--- src/rtl/prewish_button_poller_pkg.sv ---
// Shared types for the prewish status poller: state encoding, status byte, edge terms.
package prewish_button_poller_pkg;

    localparam int STATUS_W = 8;

    typedef logic [STATUS_W-1:0] status_t;

    // Encoding shared with the responder side of the handshake.
    typedef enum logic [1:0] {
        ST_IDLE = 2'b00,
        ST_REQ  = 2'b01,
        ST_WAIT = 2'b11,
        ST_DONE = 2'b10
    } state_t;

    typedef struct packed {
        status_t pressed;
        status_t released;
    } edges_t;

    function automatic edges_t status_edges(input status_t cap, input status_t prev);
        edges_t e;
        e.pressed  = cap & ~prev;
        e.released = ~cap & prev;
        return e;
    endfunction

endpackage

--- src/rtl/prewish_button_poller.sv ---
// Initiator side of the prewish strobe/data status handshake: periodic poll, reply capture, press/release edges.
// Nominal poll start to o_valid is 4 cycles; an unanswered poll is abandoned after TIMEOUT clocks in WAIT.
module prewish_button_poller
    import prewish_button_poller_pkg::*;
#(
    parameter int              POLL_PERIOD  = 100000,
    parameter int              POLL_BITS    = 17,
    parameter int              TIMEOUT      = 15,
    parameter int              TIMEOUT_BITS = 4,
    parameter logic [7:0]      REQ_MASK     = 8'hFF
) (
    input  logic       CLK_I,
    input  logic       RST_I,
    output logic       STB_O,
    output logic [7:0] DAT_O,
    input  logic       STB_I,
    input  logic [7:0] DAT_I,
    input  logic       i_poll_now,
    output logic [7:0] o_status,
    output logic [7:0] o_pressed,
    output logic [7:0] o_released,
    output logic       o_valid,
    output logic       o_timeout
);

    localparam logic [POLL_BITS-1:0]    POLL_LAST = POLL_BITS'(POLL_PERIOD - 1);
    localparam logic [TIMEOUT_BITS-1:0] WAIT_LAST = TIMEOUT_BITS'(TIMEOUT - 1);

    state_t                  state_q;
    state_t                  state_nxt;
    logic [POLL_BITS-1:0]    poll_cnt_q;
    logic [POLL_BITS-1:0]    poll_cnt_nxt;
    logic [TIMEOUT_BITS-1:0] wait_cnt_q;
    logic [TIMEOUT_BITS-1:0] wait_cnt_nxt;
    logic                    reply;
    logic                    expire;
    status_t                 cap_nxt;
    edges_t                  edges;

    assign DAT_O   = REQ_MASK;
    assign cap_nxt = DAT_I & REQ_MASK;
    assign edges   = status_edges(cap_nxt, o_status);

    always_comb begin
        state_nxt = state_q;
        reply     = 1'b0;
        expire    = 1'b0;
        case (state_q)
            ST_IDLE: begin
                if (poll_cnt_q == POLL_LAST || i_poll_now) begin
                    state_nxt = ST_REQ;
                end
            end
            ST_REQ: begin
                state_nxt = ST_WAIT;
            end
            ST_WAIT: begin
                // A reply on the last permitted cycle wins over the timeout.
                if (STB_I) begin
                    reply     = 1'b1;
                    state_nxt = ST_DONE;
                end else if (wait_cnt_q == WAIT_LAST) begin
                    expire    = 1'b1;
                    state_nxt = ST_IDLE;
                end
            end
            ST_DONE: begin
                state_nxt = ST_IDLE;
            end
            default: begin
                state_nxt = ST_IDLE;
            end
        endcase
    end

    always_comb begin
        poll_cnt_nxt = '0;
        wait_cnt_nxt = '0;
        if (state_q == ST_IDLE && state_nxt == ST_IDLE) begin
            poll_cnt_nxt = poll_cnt_q + POLL_BITS'(1);
        end
        if (state_q == ST_WAIT && state_nxt == ST_WAIT) begin
            wait_cnt_nxt = wait_cnt_q + TIMEOUT_BITS'(1);
        end
    end

    // The capture register is o_status itself: edges are formed from the
    // incoming byte at the capture edge so they land together with o_valid.
    always_ff @(posedge CLK_I) begin
        if (RST_I) begin
            state_q    <= ST_IDLE;
            poll_cnt_q <= '0;
            wait_cnt_q <= '0;
            STB_O      <= 1'b0;
            o_valid    <= 1'b0;
            o_timeout  <= 1'b0;
            o_status   <= '0;
            o_pressed  <= '0;
            o_released <= '0;
        end else begin
            state_q    <= state_nxt;
            poll_cnt_q <= poll_cnt_nxt;
            wait_cnt_q <= wait_cnt_nxt;
            STB_O      <= (state_nxt == ST_REQ);
            o_valid    <= reply;
            o_timeout  <= expire;
            if (reply) begin
                o_status   <= cap_nxt;
                o_pressed  <= edges.pressed;
                o_released <= edges.released;
            end
        end
    end

endmodule
--- config.mk ---
export PLATFORM = sky130hd
export DESIGN_NAME = prewish_button_poller
export DESIGN_NICKNAME = d
export VERILOG_FILES = /design/src/rtl/prewish_button_poller_pkg.sv /design/src/rtl/prewish_button_poller.sv
export SDC_FILE = /design/constraint.sdc
export NUM_CORES = 1
export LEC_CHECK = 0
export ABC_AREA = 1
export ABC_CLOCK_PERIOD_IN_PS = 4000
export CAP_MARGIN = 20
export CORE_UTILIZATION = 54
export DETAILED_ROUTE_END_ITERATION = 6
export PLACE_DENSITY = 0.93
export SLEW_MARGIN = 30
export SYNTH_ARGS = -nofsm -noshare
export SYNTH_HDL_FRONTEND = slang
export SYNTH_SLANG_ARGS = --single-unit
--- constraint.sdc ---
create_clock -name CLK_I -period 4 [get_ports CLK_I]
set_input_delay 0.8 -clock CLK_I [delete_from_list [all_inputs] [get_ports CLK_I]]
set_output_delay 0.8 -clock CLK_I [all_outputs]
set_load 0.02 [all_outputs]
## Yosys cells after proc, flatten, opt, wreduce, memory -nomap -nowiden

Cells that the tools add are included.

| storage, ports and cells | value |
|---|---|
| logic and storage cells | 40 |
| output and inout port bits | 35 |
| input port bits | 12 |
| bits in registers | 50 |

| operators by class | value |
|---|---|
| add/sub/neg operators | 2 |
| reductions and logical operators | 8 |
| bitwise logic cells | 7 |
| mux-type cells | 7 |
| eq/ne operators | 7 |

Operators with widths:

| kind | number |
|---|---|
| $add A17 B1 Y17 const B | 1 |
| $eq A17 B17 Y1 const B | 1 |
| $and A8 B8 Y8 | 2 |
| $not A8 Y8 | 2 |
| $pmux W2 S4 | 1 |
| $eq A2 B2 Y1 const B | 3 |
| $mux W2 | 3 |
| $add A4 B1 Y4 const B | 1 |
| $eq A2 B1 Y1 const B | 2 |
| $eq A4 B4 Y1 const B | 1 |
| $logic_not A2 Y1 | 2 |
| $reduce_or A2 Y1 | 2 |
| $mux W1 | 3 |
| $not A1 Y1 | 3 |
| $reduce_or A3 Y1 | 1 |
| $logic_and A1 B1 Y1 | 2 |
| $logic_or A1 B1 Y1 | 1 |

## Depth between registers and ports, before layout

| logic depth | value |
|---|---|
| word-level depth | 8 |
| mapped depth | 8 |
| depth with buffers taken out | 8 |

## Worst setup path before layout

Ideal clock, no wire load.

| timing path | value |
|---|---|
| path type | input -> register |
| start point | in STB_I |
| end point | reg o_status[4] |
| cell stages on the path | 6 |
| library setup time | 0.132 ns |
| arrival time | 1.398 ns |
| path buffers | 1 |
| required time | 3.868 ns |
| path slack | 2.469 ns |
| cell sequence | inv_1 nor2_4 inv_2 buf_2 nand2_1 a21oi_1 |

| on the way | value |
|---|---|
| longest elaborated chain between the ends | 2 |

RTL lines:

| item | RTL line | text |
|---|---|---|
| start, declared | prewish_button_poller.sv:16 | `input logic STB_I,` |
| $mux W1 | prewish_button_poller.sv:59 | `if (STB_I) begin` |
| $mux W1 | prewish_button_poller.sv:48 | `case (state_q)` |
| end signal, assigned | prewish_button_poller.sv:108 | `o_status <= cap_nxt;` |
| end, declared | prewish_button_poller.sv:19 | `output logic [7:0] o_status,` |

No other way between the ends.
A chain may end at the register's enable or synchronous reset.

## Final worst setup path

| timing path | value |
|---|---|
| start point | in RST_I |
| end point | reg poll_cnt_q[16] |

| on the way | value |
|---|---|
| longest elaborated chain between the ends | 1 |

RTL lines:

| item | RTL line | text |
|---|---|---|
| start, declared | prewish_button_poller.sv:13 | `input logic RST_I,` |
| $reduce_or A2 Y1 (no source line) | - |  |
| end signal, assigned | prewish_button_poller.sv:102 | `poll_cnt_q <= poll_cnt_nxt;` |
| end, declared | prewish_button_poller.sv:31 | `logic [POLL_BITS-1:0] poll_cnt_q;` |

No other way between the ends.

==> results.md <==
* Status: finished, final reports clean
* Clock skew at 9.410 ps
* TritonCTS clock tree: yes
* Worst min-delay path category: flop to flop
* Slowest CP cell: clkdlybuf4s50_1
* Vias in the first global route at 1732
* Ant. Diodes at 0
* FF-to-FF path depth at 6
* Buf/Inv on CP at 2
* GRT Util Overall at 0.2200
* Hold Path Cell Cnt at 2
* Worst-path clk slew at 100 ps
* Max Buffers Root-to-Sink at 2
* WP data arrival at 2520 ps
* Row Count at 22
* CP Launch Type: input port
* Clock Power Share at 0.392
* Int Power at 715.9 uW
* Crit path depth at 4
* Crit-path max FO at 20
* Max Slew Vio Count at 0
* Met1 Use GR at 0.2450
* Sequential share of power at 0.547
* Clk_lat worst skew at 310 ps
* Relative slew slack at 0.5420
* Syn Area/Cell at 8.230 um2
* CP delay by family, top: buffers and inverters
* Total power at 929.9 uW
* Final ANT Viol Nets at 0
* Top cell type by total area after synthesis: dfxtp_1
* Largest net degree at the start of global routing at 25
* First-pass GRT wire length at 7.327 mm
* GR Util met2 at 0.4031
* Post-synth top area share at 0.4505
* Worst path cell trace: clkdlybuf4s50_1, inv_1, nand3_4, nor2_1
* H-tree depth at 2
* Post-detailed-routing wire length at 4.498 mm
* Post-DP HPWL at 3.284 mm
* Cell with the most instances after synthesis: nand2_1
* Root buffer cell: clkbuf_8
* Synth async-reset ratio at 0
* Synth cell types at 29
* Slowest stage delay, CP at 910 ps
* Layout cells sized above 1 at 0.1262
* Pwr per Cell Area at 345.0 mW/mm2
* Psw at 214.0 uW
* Comb power frac at 0.060
* Post-synth EDFFs at 0
* Final weighted congestion in routability-driven placement at 0.9012
* Area grow syn2layout at 21.28%
* Clock net sink count at 50
* Initial core utilization at 0.5850
* Post-synth top flop: dfxtp_1
* Post-Synthesis Cells at 270
* Area of the die at 0.004376 mm2
* Finish-stage setup viols at 0
* DRT Pass-1 Iters at 4
* Crit path kind: input port to flop
* Sw Ratio at 0.2302
* Seq/Total Area, Yosys at 0.4505
* Vias per Instance at 5.146
* DR DRC count at 0
* Yosys warns at 0
* Period Utilization, post-route at 0.5815
* # IOs at 47
* Most Crowded Layer GR: met2
* Vert. Die Dim at 66.15 um
* Endpoints failing hold at 0
* Met3 capacity usage during global routing at 0.05517
* Post-cts hold buffer count at 0
* Antenna violations before repair at 0
* Setup TNS at 0 ps
* Synthesized area at 0.002222 mm2
* Initial DRC Count at 80
* Vias at 1837
* Worst-Margin Slew at 684.9 ps
* Tmin final at 2326 ps
* RSZ-0062 raised after global routing: no
* Num CTS Buffers at 5
* Required time of the worst setup path at 4190 ps
* Postcts setup bufs at 0
* Die X at 66.15 um
* Maxcap violations at 0
* Max VDD drop at 0.3019 mV
* I/O Buffers at 38
* Crit end category: flop
* Hold_sp: o_released[1]$_SDFFE_PP0P_
* CTS resizes at 0
* Final #Nets at 323
* Critical path startpoint: RST_I
* Core Box Area at 0.003799 mm2
* Leak Pwr at 0.0009636 uW
* Achievable frequency at 429.9 MHz
* Wire per inst at 12.60 um
* Grt total ovfl at 0
* Most frequent cells after synthesis: nand2_1, dfxtp_1, nor2_1
* Synth area leaders: dfxtp_1, nand2_1, nor2_1
* Worst r2r src: poll_cnt_q[0]$_SDFF_PP0_
* Synthesized flop and latch total at 50
path summary, 6_finish.rpt:
check,to,slack (ps)
setup reg to reg,poll_cnt_q[16]$_SDFF_PP0_,2450
setup / recovery,poll_cnt_q[16]$_SDFF_PP0_,1670
hold / removal,o_released[1]$_SDFFE_PP0P_,480
hold reg to reg,o_released[1]$_SDFFE_PP0P_,480
cells by family (layout without fill, tap and decap cells):
| group | after synthesis | count (layout) | share of synthesized area |
|---|---|---|---|
| AO/OA/AOI/OAI | 18 | 18 | 0.06644 |
| XOR/XNOR | 13 | 13 | 0.05124 |
| flip-flops | 50 | 50 | 0.4505 |
| other | 1 | 8 | 0.001688 |
| AND/OR/NAND/NOR | 148 | 148 | 0.3249 |
| buffers and inverters | 37 | 69 | 0.08840 |
| adder cells (fa/ha/maj) | 3 | 3 | 0.01689 |
through the flow:
step / hold WS [ps] / cell area, um2 / std cells / util / setup slack, ps
2_1_floorplan: 429.7 / 2248 / 277 / - / 2469
3_3_place_gp: 443.8 / 2579 / 349 / 0.6789 / 1421
3_5_place_dp: 464.9 / 2579 / 349 / 0.6789 / 1360
4_1_cts: 481.0 / 2695 / 357 / 0.7095 / 1685
5_1_grt: 504.1 / 2695 / 357 / 0.7095 / 1531
6_report: 481.1 / 2695 / 357 / 0.7095 / 1674
state kept, by name, indices dropped and copies added, names as in the netlist:
name	cells
wait_cnt_q	4
poll_cnt_q	17
o_timeout	1
o_valid	1
o_pressed	8
state_q	2
o_released	8
o_status	8
STB_O	1
layout by cell type, fill, tap and decap left out, types with 5 or more instances in the layout:
cell type and instances:
nand2_1 53, dfxtp_1 50, nor2_1 38, clkdlybuf4s50_1 38, inv_1 21, nand3_1 19, nor2_2 14, xor2_1 9
a21oi_1 8, nand3b_1 8, conb_1 8, clkbuf_8 5
power groups by stage:
stage / clock (uW) / sequential, uW / combinational [uW]
final: 365 / 509 / 56.1
after global routing: 395 / 510 / 60.4
after CTS: 368 / 509 / 56.1
after detailed placement: 0 / 520 / 55.9
after global placement: 0 / 520 / 54.4
after floorplan: 0 / 523 / 38.5
layout make-up:
cell class | count | area [um2]
Clock inverter | 3 | 47.55
Sequential cell | 50 | 1001
Clock buffer | 5 | 68.82
Tap cell | 48 | 60.06
Fill cell | 279 | 1104
Multi-Input combinational cell | 190 | 1051
Inverter | 23 | 86.33
Timing Repair Buffer | 38 | 380.4
routing by layer:
metal	up-vias	share of wire
met4	0	0.018
met5	-	0
li1	920	-
met3	9	0.051
met1	856	0.42
met2	52	0.51
tightest hold or removal path, stage by stage (launching register included):
cell and delay, ps:
dfxtp_1 320, nand3_1 70, nand2_1 50
No activity file was read; power rests on OpenSTA's default activity.
==> patch 1, RTL diff (same flow settings) <==
Reset style: asynchronous (`RST_I`), changed in one clocked block.
--- a/src/rtl/prewish_button_poller.sv
+++ b/src/rtl/prewish_button_poller.sv
@@ -87,5 +87,5 @@
     // The capture register is o_status itself: edges are formed from the
     // incoming byte at the capture edge so they land together with o_valid.
-    always_ff @(posedge CLK_I) begin
+    always_ff @(posedge CLK_I or posedge RST_I) begin
         if (RST_I) begin
             state_q    <= ST_IDLE;
Function: differs if RST_I is asserted again (counterexample within 4 cycles, from zero or initial values and one cycle with RST_I high); with RST_I held inactive, the same outputs for 10 cycles.
==> patch 1 against the original RTL <==
- cell count is 2.0% lower
- sequential cell count stayed put
- critical path depth is 3 lower
- final area is 4.9% higher
- wire length is 5.8% lower
- worst hold slack worse by 0.014 ns
- synthesized area is 6.4% higher
- global-route usage is 1.3 points lower
- count of clock-buffer cells in the layout is 2 higher
- clock skew is 0.0053 ns lower
- utilization is 2.2 points lower
- worst setup slack better by 0.20 ns
- critical path type is now reg -> out
Power is not compared: it rests on default switching activity, and its combinational part moved more than twofold at a synthesized area within 25%.
==> patch 1: results (changes against the original RTL) <==
Run status
  • Outcome: complete, no violations

Synthesis
  • Syn. warnings: 0 (unchanged)
  • Dominant cells by area after synthesis: dfrtp_1, o21ai_0, nand2_1
  • Yosys cell types: 30 (+3.4%)
  • Commonest cells in the netlist: dfrtp_1, nand2_1, nor2_1, o21ai_0, inv_1
  • Sequential-to-total area share from yosys stat: 52.91% (+7.9 points)
  • Post-synthesis async set-or-reset flop share: 100.0% (+100 points)
  • Primary FF master, synth: dfrtp_1
  • Synth top area share: 52.91% (+7.9 points)

Cells and area
  • Ratio of cells with drive above 1 in the final layout: 9.333% (-3.3 points)
  • Max FFs per register: 17 (unchanged)
  • Final net count: 314 (-2.8%)
  • Fill cells: 321 (+15%)
  • Area grow syn2layout: 19.58%

Drt
  • Iteration-0 DRC Markers: 105 (+31%)
  • Vias after detailed routing: 1762 (-4.1%)
  • Mean routed wirelength per cell: 12.10 um (-3.9%)

Placed design
  • Post-DP HPWL: 3121 um (-5.0%)
  • Placed cell area: 2731 sq um (+5.9%)
  • Placer Congestion: 0.8992 (-0.22%)

GRT
  • Largest net degree at the start of global routing: 51 (+100%)
  • Vias in the first global route: 1683 (-2.8%)
  • First-pass GRT wire length: 7044 um (-3.9%)

Timing
  • Slew HR: 60.97% (+6.8 points)

Worst setup path
  • Arr. time, crit path: 1.33 ns (-1.19 ns)
  • Critical path peak fanout: 4 (-80%)
  • Crit-path max cell delay: 0.63 ns (-0.28 ns)

Min path
  • Hold Path Class: reg -> reg

CTS
  • Post-CTS Setup Bufs: 0 (unchanged)
  • CTS clk-pin slew, worst paths: 0.08 ns (-0.02 ns)
  • Clock buffer depth: 2 (unchanged)
  • Post-CTS resize count: 0 (unchanged)

Power and ir drop
  • P_leak: 1.182 nW
## patch 1: changes by cell type in the layout (fill, tap and decap cells not counted), moves of 4 or more
cell       unedited run  this run
dfrtp_1               0        50
dfxtp_1              50         0
nand3_1              19        10
nand3b_1              8         1
nand2_1              53        39
a2bb2oi_2             4         0
o21ai_0               1        31
a2bb2oi_1             4         0
o21a_1                0         7
a21oi_1               8         2
nor3_1                0         4
nor2_1               38        34
## patch 1: cell families after synthesis
logic type      count (synthesis)  share of synthesized area (%)
compound gates                 43                          9.947
xor+xnor                       14                          5.185
fa+ha+maj                       3                          1.587
buf+inv                        40                          8.571
flops                          50                          52.91
other cells                     1                         0.1586
simple gates                  110                          21.64
## patch 1: layer usage
layer | vias to the layer above | track usage [%] | part of all wire (%)
met5 | - | 0 | 0
met4 | 0 | 8.073 | 1.4
met3 | 8 | 8.667 | 7.5
met2 | 45 | 32.48 | 47
met1 | 825 | 25.33 | 44
li1 | 884 | - | -
## patch 1: worst register-to-register path: stages, from the launching register on
cell and delay (ns):
dfrtp_1 0.42, nand2_1 0.27, nor2_4 0.51, o21ai_0 0.19, o21a_1 0.14
## patch 1: worst paths after layout
kind                                    startpoint                         to  slack [ns]  cells past startpoint
max in group asynchronous                    RST_I  o_released[7]$_DFFE_PP0P_        2.69                      2
hold / removal             o_status[7]$_DFFE_PP0P_   o_pressed[7]$_DFFE_PP0P_        0.47                      1
setup / recovery           o_status[6]$_DFFE_PP0P_                o_status[6]        1.87                      1
setup reg to reg              state_q[1]$_DFF_PP0_  o_released[0]$_DFFE_PP0P_        2.37                      4
min in group asynchronous                    RST_I    o_status[2]$_DFFE_PP0P_        0.92                      2
hold reg to reg            o_status[7]$_DFFE_PP0P_   o_pressed[7]$_DFFE_PP0P_        0.47                      1
## patch 1: layout make-up
| class | count | area [sq um] | share of cell area [%] |
|---|---|---|---|
| Multi-Input combinational cell | 178 | 942.2 | 33.32 |
| Tap cell | 50 | 62.56 | 2.212 |
| Sequential cell | 50 | 1251 | 44.25 |
| Clock inverter | 1 | 5.005 | 0.1770 |
| Inverter | 26 | 100.1 | 3.540 |
| Timing Repair Buffer | 38 | 380.4 | 13.45 |
| Clock buffer | 7 | 86.33 | 3.053 |
## patch 1: power by group
part,internal (mW),switching (mW)
Combinational,0.288,0.362
Clock,0.140,0.159
Sequential,0.641,0.0877
Total,1.07,0.609
## patch 1: stage by stage
step	hold slack, ns	util, %	power, mW	cells	worst slack, ns
after floorplan	0.4396	-	1.103	268	1.999
after global placement	0.4583	66.31	1.368	342	1.327
after detailed placement	0.4568	66.37	1.385	342	1.229
after CTS	0.4700	68.59	1.686	350	1.572
after global routing	0.4907	68.71	1.776	350	1.632
final	0.4672	68.71	1.677	350	1.874
==> patch 2, RTL diff (config.mk and constraints unchanged) <==
Made on the original files. Set the parameter `POLL_BITS` to 34 (it was 17).
--- a/src/rtl/prewish_button_poller.sv
+++ b/src/rtl/prewish_button_poller.sv
@@ -5,5 +5,5 @@
 #(
     parameter int              POLL_PERIOD  = 100000,
-    parameter int              POLL_BITS    = 17,
+    parameter int              POLL_BITS    = 34,
     parameter int              TIMEOUT      = 15,
     parameter int              TIMEOUT_BITS = 4,
Check against the original RTL: no difference found for any inputs over 10 cycles, from zero or initial values and one cycle with RST_I high; that may be too few to reach the edited logic, so the function may still have changed.
==> patch 2 against the original RTL <==
- global-route usage up 3.9 points
- via count up 65%
- synthesized area up 46%
- power up 42%
- critical path depth up 2
- final area up 42%
- register-to-register slack worse by 0.52 ns
- sequential power up 33%
- non-clock buffer count unchanged
- wire length up 65%
- cell count up 64%
- largest power group unchanged
- sequential cell count up 17
- worst setup slack worse by 0.33 ns
- maximum frequency down 13%
==> patch 2: results (changes against the original RTL) <==
CTS
  • H-tree levels: 3 (+1)
  • CTS Buf Count: 9 (+4)

Worst setup path
  • FF-to-FF path depth: 8 (+2)
  • Setup slack, reg-to-reg: 1.93 ns (-0.52 ns)
  • Setup crit end: o_released[5]$_SDFFE_PP0P_
  • R2R Path End: poll_cnt_q[33]$_SDFF_PP0_

Timing
  • Clock skew: 0.008796 ns (-0.0006138 ns)
  • Worst setup margin: 1.340 ns (-0.3343 ns)
  • Slew @ Worst Pin: 0.7787 ns (+0.09382 ns)

Cells and area
  • Max FFs per register: 34 (+17)
  • Final net count: 525 (+63%)
  • Ratio of cells with drive above 1 in the final layout: 5.825% (-6.8 points)

Run status
  • Outcome: complete, no violations

Synthesis
  • Post-synthesis cell area: 3237 sq um (+46%)
  • Synth Area in XOR/XNOR: 4.871% (-0.25 points)
  • Synth Area in Compound Gates: 4.175% (-2.5 points)
  • Yosys cell types: 28 (-3.4%)

Min path
  • Hold path endpoint: wait_cnt_q[0]$_SDFF_PP0_
  • Worst hold path startpoint: wait_cnt_q[0]$_SDFF_PP0_

GRT
  • Largest net degree at the start of global routing: 35 (+40%)
  • Gr usage total: 25.94% (+3.9 points)

Placed design
  • Post-DP HPWL: 5314 um (+62%)
  • Pre-CTS setup slack: 1.068 ns (-0.2920 ns)

Drt
  • Iteration-0 DRC Markers: 227 (+180%)
  • Mean routed wirelength per cell: 12.61 um (about the same)
-- patch 2: power by group through the flow --
stage / Sequential, mW / Combinational, mW / Clock, mW
global route: 0.677 / 0.0570 / 0.625
global placement: 0.691 / 0.0506 / 0
floorplan: 0.694 / 0.0359 / 0
CTS: 0.676 / 0.0522 / 0.599
finish: 0.676 / 0.0523 / 0.595
detailed placement: 0.692 / 0.0515 / 0
-- patch 2: layout make-up --
| class | instances | area (sq um) | share of cell area [%] |
|---|---|---|---|
| Multi-Input combinational cell | 352 | 1653 | 43.13 |
| Inverter | 42 | 157.7 | 4.114 |
| Clock inverter | 6 | 72.57 | 1.894 |
| Clock buffer | 10 | 137.6 | 3.591 |
| Timing Repair Buffer | 38 | 380.4 | 9.925 |
| Tap cell | 72 | 90.09 | 2.351 |
| Sequential cell | 67 | 1341 | 35.00 |
-- patch 2: worst reg2reg max path, stage by stage, from the launching register on --
cell and delay [ns]:
dfxtp_1 0.43, ha_1 0.32, inv_2 0.08, nor2_4 0.18
inv_2 0.04, nor3_1 0.18, nand2_1 0.12, nand3_2 0.48
nor2_1 0.11
-- patch 2: metal layers --
layer  vias up  GRT usage [%]  part of all wire (%)
li1       1537              -                     -
met1      1361          31.85                    43
met2       119          42.99                    47
met3        14          6.971                   8.0
met4         0          10.00                   1.6
met5         -              0                     0
-- patch 2: per-stage QoR --
step                hold slack [ns]  area (sq um)  utilization (%)  cells  total power, mW
floorplan                    0.4297          3263                -    476           0.7299
global placement             0.4427          3622            64.20    571           0.7421
detailed placement           0.4606          3622            64.20    571           0.7433
CTS                          0.4779          3832            67.93    587            1.328
global route                 0.5041          3832            67.93    587            1.359
finish                       0.4727          3832            67.93    587            1.323
